## src/rtl/nv_cdc_pkg.sv

```systemverilog
// Shared encodings for the toggle-handshake CDC receiver: FSM states and the
// warm-up terminal count.
package nv_cdc_pkg;

    typedef enum logic [1:0] {
        ST_INIT  = 2'd0,
        ST_IDLE  = 2'd1,
        ST_VALID = 2'd2
    } cdc_state_t;

    localparam logic [1:0] WARM_TC = 2'd3;

endpackage

```

## src/rtl/sync3d.sv

```systemverilog
// Three-flop synchronizer cell for a single asynchronous bit. It has no reset,
// so the receiver ignores its output until the chain has flushed.
module sync3d (
    input  logic clk,
    input  logic d,
    output logic q
);

    logic s1;
    logic s2;

    always_ff @(posedge clk) begin
        s1 <= d;
        s2 <= s1;
        q  <= s2;
    end

endmodule

```

## src/rtl/nv_sync3d_hs_rx.sv

```systemverilog
// Destination side of a two-phase request/ack crossing. It captures the
// quasi-static source word on a request toggle and hands it out over valid/ready.
//
// state    | meaning
// ---------+-----------------------------------------------------------
// ST_INIT  | sync chain warm-up; req_s_d tracks req_s, edges ignored
// ST_IDLE  | waiting for a request toggle
// ST_VALID | word held on dst_pd, waiting for dst_rdy
module nv_sync3d_hs_rx
    import nv_cdc_pkg::*;
#(
    parameter int DW = 32,
    parameter int CW = 16
) (
    input  logic          nvdla_core_clk,
    input  logic          nvdla_core_rstn,
    input  logic          src_req_tgl,
    input  logic [DW-1:0] src_data,
    output logic          dst_ack_tgl,
    output logic          dst_vld,
    input  logic          dst_rdy,
    output logic [DW-1:0] dst_pd,
    output logic [CW-1:0] xfer_cnt,
    output logic          proto_err
);

    logic       req_s;
    logic       req_s_d;
    logic       req_edge;
    logic [1:0] warm_cnt;
    cdc_state_t state;

    sync3d u_sync_req (
        .clk (nvdla_core_clk),
        .d   (src_req_tgl),
        .q   (req_s)
    );

    assign req_edge = req_s ^ req_s_d;

    // src_data is captured unsynchronized; it is stable whenever req_edge fires.
    always_ff @(posedge nvdla_core_clk or negedge nvdla_core_rstn) begin
        if (!nvdla_core_rstn) begin
            state       <= ST_INIT;
            warm_cnt    <= 2'd0;
            req_s_d     <= 1'b0;
            dst_ack_tgl <= 1'b0;
            dst_vld     <= 1'b0;
            dst_pd      <= '0;
            xfer_cnt    <= '0;
            proto_err   <= 1'b0;
        end else begin
            req_s_d <= req_s;
            case (state)
                ST_INIT: begin
                    if (warm_cnt == WARM_TC) begin
                        state <= ST_IDLE;
                    end else begin
                        warm_cnt <= warm_cnt + 2'd1;
                    end
                end
                ST_IDLE: begin
                    if (req_edge) begin
                        dst_pd  <= src_data;
                        dst_vld <= 1'b1;
                        state   <= ST_VALID;
                    end
                end
                ST_VALID: begin
                    // A second toggle before our ack is a source violation; it is dropped.
                    if (req_edge) begin
                        proto_err <= 1'b1;
                    end
                    if (dst_rdy) begin
                        dst_vld     <= 1'b0;
                        dst_ack_tgl <= ~dst_ack_tgl;
                        xfer_cnt    <= xfer_cnt + CW'(1);
                        state       <= ST_IDLE;
                    end
                end
                default: begin
                    state <= ST_INIT;
                end
            endcase
        end
    end

endmodule

```

## config.mk

```make
export PLATFORM = sky130hd
export DESIGN_NAME = nv_sync3d_hs_rx
export DESIGN_NICKNAME = d
export VERILOG_FILES = /design/src/rtl/nv_cdc_pkg.sv /design/src/rtl/sync3d.sv /design/src/rtl/nv_sync3d_hs_rx.sv
export SDC_FILE = /design/constraint.sdc
export NUM_CORES = 1
export LEC_CHECK = 0
export CORE_UTILIZATION = 48
export DETAILED_ROUTE_END_ITERATION = 10
export HOLD_SLACK_MARGIN = 0.03
export PLACE_DENSITY = 0.85
export SYNTH_ARGS = -nofsm -noshare
export SYNTH_HDL_FRONTEND = slang
export SYNTH_SLANG_ARGS = --single-unit
```

## constraint.sdc

```tcl
create_clock -name nvdla_core_clk -period 2.8 [get_ports nvdla_core_clk]
set_clock_uncertainty 0.1 [all_clocks]
set_input_delay 0.28 -clock nvdla_core_clk [delete_from_list [all_inputs] [get_ports nvdla_core_clk]]
set_output_delay 0.28 -clock nvdla_core_clk [all_outputs]
set_load 0.005 [all_outputs]
```

======== Yosys cells after proc, flatten, opt, wreduce, memory -nomap -nowiden ========
Index checks and enable logic that the tools add are counted.
operators by class
  equality and inequality tests ........... 6
  bitwise operators ....................... 3
  add/subtract/negate cells ............... 2
  reductions and logical operators ........ 8
  mux-type cells .......................... 7
operators by type and width
  operator                                              number
  adder 16 x 1 -> 16 bit (second input constant)        1
  AND reduction 2 bit                                   4
  2-to-1 mux 2 bit                                      3
  inequality test 2 bit (second input constant)         3
  case mux 2 bit (3 select lines)                       1
  AND reduction 3 bit                                   2
  equality test 2 bit (second input constant)           2
  adder 2 x 1 -> 2 bit (second input constant)          1
  equality test 2 x 1 -> 1 bit (second input constant)  1
  logical NOT 2 bit                                     1
  2-to-1 mux 1 bit                                      2
  NOT 1 bit                                             2
  case mux 1 bit (2 select lines)                       1
  nonzero test 2 bit                                    1
  bitwise XOR 1 bit                                     1
storage, ports and cells
  flip-flop bits (word level) ............. 59
  logic and storage cells ................. 37
  bits of input ports ..................... 36
  output and inout bits ................... 51

======== Logic depth before layout (Yosys ltp) ========
  word-level depth ........................ 3
  gate-level depth with buffers ........... 5

======== Cells and area by module ========
Synthesis repeated with hierarchy kept, for this count alone.
second synthesis, totals
  cell total of the unflattened synthesis .. 160
  area total of the unflattened synthesis .. 2322.2 sq um
by module, submodules not included
  module           times used  sequential area each (sq um)  cells an instance  area each (sq um)
  nv_sync3d_hs_rx  1           1401.3                        157                2262.2
  sync3d           1           60.1                          3                  60.1

======== Least setup slack after synthesis ========
No wires, ideal clock.
  path type ............................... flip-flop to flip-flop
  start point ............................. reg req_s_d
  end point ............................... reg dst_pd[10]
  cell stages (with the launch flop) ...... 6
  library setup time ...................... 0.125 ns
  path buffers ............................ 2
  setup slack ............................. 1.273 ns
  arrival ................................. 1.302 ns
  period minus slack after synthesis ...... 1.527 ns
  path through ............................ dfrtp_1 > xor2_1 > nor2b_4 > buf_12 > buf_12 > mux2_4
between the ends
  cells in the longest elaborated chain, start to end .. 2
ends and longest elaborated chain
  item                           line                   RTL
  start, declared                nv_sync3d_hs_rx.sv:28  logic req_s_d;
  start signal, assigned         nv_sync3d_hs_rx.sv:53  req_s_d <= req_s;
  bitwise XOR 1 bit              nv_sync3d_hs_rx.sv:39  assign req_edge = req_s ^ req_s_d;
  AND reduction 2 bit (no line)  --
  end signal, assigned           nv_sync3d_hs_rx.sv:64  dst_pd <= src_data;
  end, declared                  nv_sync3d_hs_rx.sv:22  output logic [DW-1:0] dst_pd,
Every way passes these cells.
A chain may end at the register's enable or synchronous reset.

======== Final worst setup path ========
  start point ............................. reg req_s_d
  end point ............................... reg dst_pd[1]
The elaborated chain is that of the path after synthesis.

==> PnR_summary.wiki <==
{| class="wikitable"
! Metric !! Value
|-
| CTS Buf Count || 9
|-
| Post-synth top area share || 0.572
|-
| Number of nets in the layout || 285
|-
| Leading cell types by count after synthesis || sky130_fd_sc_hd__dfrtp_1 (56), sky130_fd_sc_hd__mux2_4 (28), sky130_fd_sc_hd__xnor2_1 (14)
|-
| Via count of the first global-routing pass || 1590
|-
| Number of diodes added for antenna fixing || 0
|-
| Pwr per Cell Area || 1020 nW/um2
|-
| Total die area || 5390 um2
|-
| Worst-case reg-to-reg path depth || 4
|-
| Critical path fanouts, max || 17
|-
| LEAKAGE || 0.00157 uW
|-
| Run status || completed
|-
| Area after detailed placement || 3330 um2
|-
| Worst vdd rail ir drop || 0.705 mV
|-
| Synthesized area || 2450 um2
|-
| RR Startpoint || req_s_d$_DFF_PN0_
|-
| Dpl cells || 302
|-
| Library cell with the largest summed area after synthesis || sky130_fd_sc_hd__dfrtp_1
|-
| Number of instances on the worst hold path || 0
|-
| Sinks on Clock Net || 59
|-
| Number of antenna violations at the first check in global routing || 0
|-
| Residual antenna-violating net count after detailed routing || 0
|-
| Root Buffer Master || sky130_fd_sc_hd__clkbuf_8
|-
| Share of final-layout standard cells stronger than drive strength 1 || 0.238
|-
| Proportion of register bits with asynchronous set or reset after synthesis || 0.949
|-
| Total overflow reported by the global router || 0
|-
| Number of gates resized after cts || 0
|-
| First-pass GRT wire length || 7910 um
|-
| Critical Path Start Type || register
|-
| Average detailed-routed wire length per instance || 16.3 um
|-
| Vias per std cell || 4.79
|-
| Unrepaired setup endpoints after global routing || no
|-
| Clock tree from TritonCTS || done
|-
| Setup-violating endpoint count in the final report || 0
|-
| Cell area after layout || 3570 um2
|-
| Sequential area share after synthesis || 0.597
|-
| Max Fclk || 589 MHz
|-
| Count of TritonRoute iterations in the first routing pass || 4
|-
| Minimum setup slack among reg-to-reg paths || 1.10 ns
|-
| Total power consumption of the routed design || 3650 uW
|-
| Required time of the worst setup path || 2.91 ns
|-
| Leading cell type by number of instances after synthesis || sky130_fd_sc_hd__dfrtp_1
|-
| Site Rows || 25
|-
| Die X-Extent || 73.4 um
|-
| Area Growth Syn to Fin || 45.7%
|-
| Period utilisation layout || 0.606
|-
| Largest net degree at the start of global routing || 42
|-
| Io pins || 87
|-
| Crit Reg-Reg Endpoint || dst_pd[1]$_DFFE_PN0P_
|-
| Floorplan core area || 4820 um2
|-
| Hold crit path type || reg -> reg
|-
| Routed vias || 1529
|-
| Worst-case hold path end point || u_sync_req.s2$_DFF_P_
|-
| Pin slew with the least headroom to its limit || 0.511 ns
|-
| Number of enable-type register cells in the synthesized netlist || 0
|-
| Number of setup buffers added after CTS || 0
|-
| Overall global routing resource usage || 0.205
|-
| Final critical-path required period || 1.70 ns
|-
| Max capacitance violation total || 0
|-
| Count of hold-fix buffers inserted at cts || 1
|-
| WP data arrival || 1.81 ns
|-
| Post-synth net total || 188
|-
| Dpl ws || 0.885 ns
|-
| Total of warnings raised by yosys || 0
|-
| Max-Slew Margin vs Limit || 0.659
|-
| Clock latency of the later-clocked register in the worst-skew pair || 0.33 ns
|-
| Area contributors post-synth || sky130_fd_sc_hd__dfrtp_1 (57%), sky130_fd_sc_hd__mux2_4 (17%), sky130_fd_sc_hd__xnor2_1 (5.0%)
|-
| Starting density of the core || 0.508
|-
| Final std cells w/o fill || 319
|-
| Category of the critical setup timing path || reg -> reg
|-
| Clock-pin slew on the worst setup and hold paths || 0.06 ns
|-
| Synthesized area divided by synthesized cell count || 16.3 um2
|-
| Wirelength, routed || 5200 um
|-
| Clock H-tree levels || 3
|-
| Type of destination of the critical path || register
|-
| Setup_tns || 0 ns
|-
| Max-slew violations || 0
|-
| IO buf count || 86
|-
| Drt drc || 0
|-
| Setup slack after layout || 1.10 ns
|-
| Clk buf depth || 2
|-
| Final hold violation count || 0
|-
| GP Congestion || 0.758
|-
| Number of instances in the synthesized netlist || 150
|-
| Vertical extent of the die || 73.4 um
|-
| Primary FF master, synth || sky130_fd_sc_hd__dfrtp_1
|-
| Cell variety after synth || 25
|-
| HPWL Detailed || 3500 um
|-
| Number of flip-flops and latches in the synthesized netlist || 59
|-
| DR iter-0 viols || 60
|-
| Startpoint of the tightest hold check path || u_sync_req.s1$_DFF_P_
|}
## per-stage QoR
step | hold WS, ns | utilization
4_1_cts | 0.230 | 0.741
5_1_grt | 0.234 | 0.741
3_3_place_gp | 0.0990 | 0.691
2_1_floorplan | -0.116 | -
6_report | 0.230 | 0.741
3_5_place_dp | 0.101 | 0.691
## kinds of logic after synthesis
family,share of synthesized area
flops,0.597
mux,0.203
simple gates,0.0777
xor+xnor,0.0644
buf+inv,0.0358
compound gates,0.0118
fa+ha+maj,0.0102
## worst max-delay path: stages, from the launching register on
cell	delay, ns
sky130_fd_sc_hd__dfrtp_1	0.37
sky130_fd_sc_hd__xor2_1	0.23
sky130_fd_sc_hd__nor2b_4	0.19
sky130_fd_sc_hd__buf_4	0.30
sky130_fd_sc_hd__mux2_2	0.38
## per-layer routing
layer	share of wire	global-route usage	vias to the layer above
met1	0.43	0.250	740
li1	-	-	711
met3	0.092	0.0782	10
met2	0.46	0.321	68
met5	0	0	-
met4	0.016	0.103	0
## registers in the layout, indices dropped and copies added (netlist names)
register       count
u_sync_req.q       1
u_sync_req.s2      1
dst_pd            32
req_s_d            1
warm_cnt           2
state              2
u_sync_req.s1      1
dst_vld            1
proto_err          1
xfer_cnt          16
dst_ack_tgl        1
## layout make-up
type,instances,area (um2)
fillers,332,1250
inverters,2,7.51
repair buffers,90,888
multi-input cells,85,900
clock buffers,11,151
well taps,67,83.8
clock inverters,5,75.1
flip-flops and latches,59,1460
## worst max-delay path by stage
stage | start | to | slack [ns] | cells past startpoint
final | req_s_d$_DFF_PN0_ | dst_pd[1]$_DFFE_PN0P_ | 1.10 | 4
after global placement | dst_rdy | xfer_cnt[15]$_DFFE_PN0P_ | 0.94 | 5
after global routing | req_s_d$_DFF_PN0_ | dst_pd[2]$_DFFE_PN0P_ | 0.99 | 4
after detailed placement | dst_rdy | xfer_cnt[14]$_DFFE_PN0P_ | 0.89 | 5
after floorplan | req_s_d$_DFF_PN0_ | dst_pd[10]$_DFFE_PN0P_ | 1.27 | 5
after CTS | req_s_d$_DFF_PN0_ | dst_pd[3]$_DFFE_PN0P_ | 1.08 | 4
## where the power goes
part           total (uW)  internal (uW)  switching [uW]
registers            1390           1170             219
logic                1390            988             399
clock network         876            545             331
total                3650           2710             948
## cell usage in the layout (no fill, tap or decap), types with 2 or more instances in the layout
cell,Yosys,routed
sky130_fd_sc_hd__clkdlybuf4s50_1,0,85
sky130_fd_sc_hd__dfrtp_1,56,56
sky130_fd_sc_hd__mux2_4,28,28
sky130_fd_sc_hd__xnor2_1,14,14
sky130_fd_sc_hd__clkbuf_8,0,11
sky130_fd_sc_hd__nand3_1,6,6
sky130_fd_sc_hd__mux2_2,6,6
sky130_fd_sc_hd__nand2_1,5,5
sky130_fd_sc_hd__xor2_1,4,4
sky130_fd_sc_hd__nand4_1,3,3
sky130_fd_sc_hd__a21o_1,3,3
sky130_fd_sc_hd__clkinv_2,0,3
sky130_fd_sc_hd__buf_4,0,3
sky130_fd_sc_hd__dfxtp_1,3,3
sky130_fd_sc_hd__inv_1,2,2
sky130_fd_sc_hd__nor2_1,2,2
sky130_fd_sc_hd__and4_1,2,2
sky130_fd_sc_hd__ha_1,2,2
sky130_fd_sc_hd__bufinv_16,0,2
Note: power is estimated with default switching activity, not from simulation.
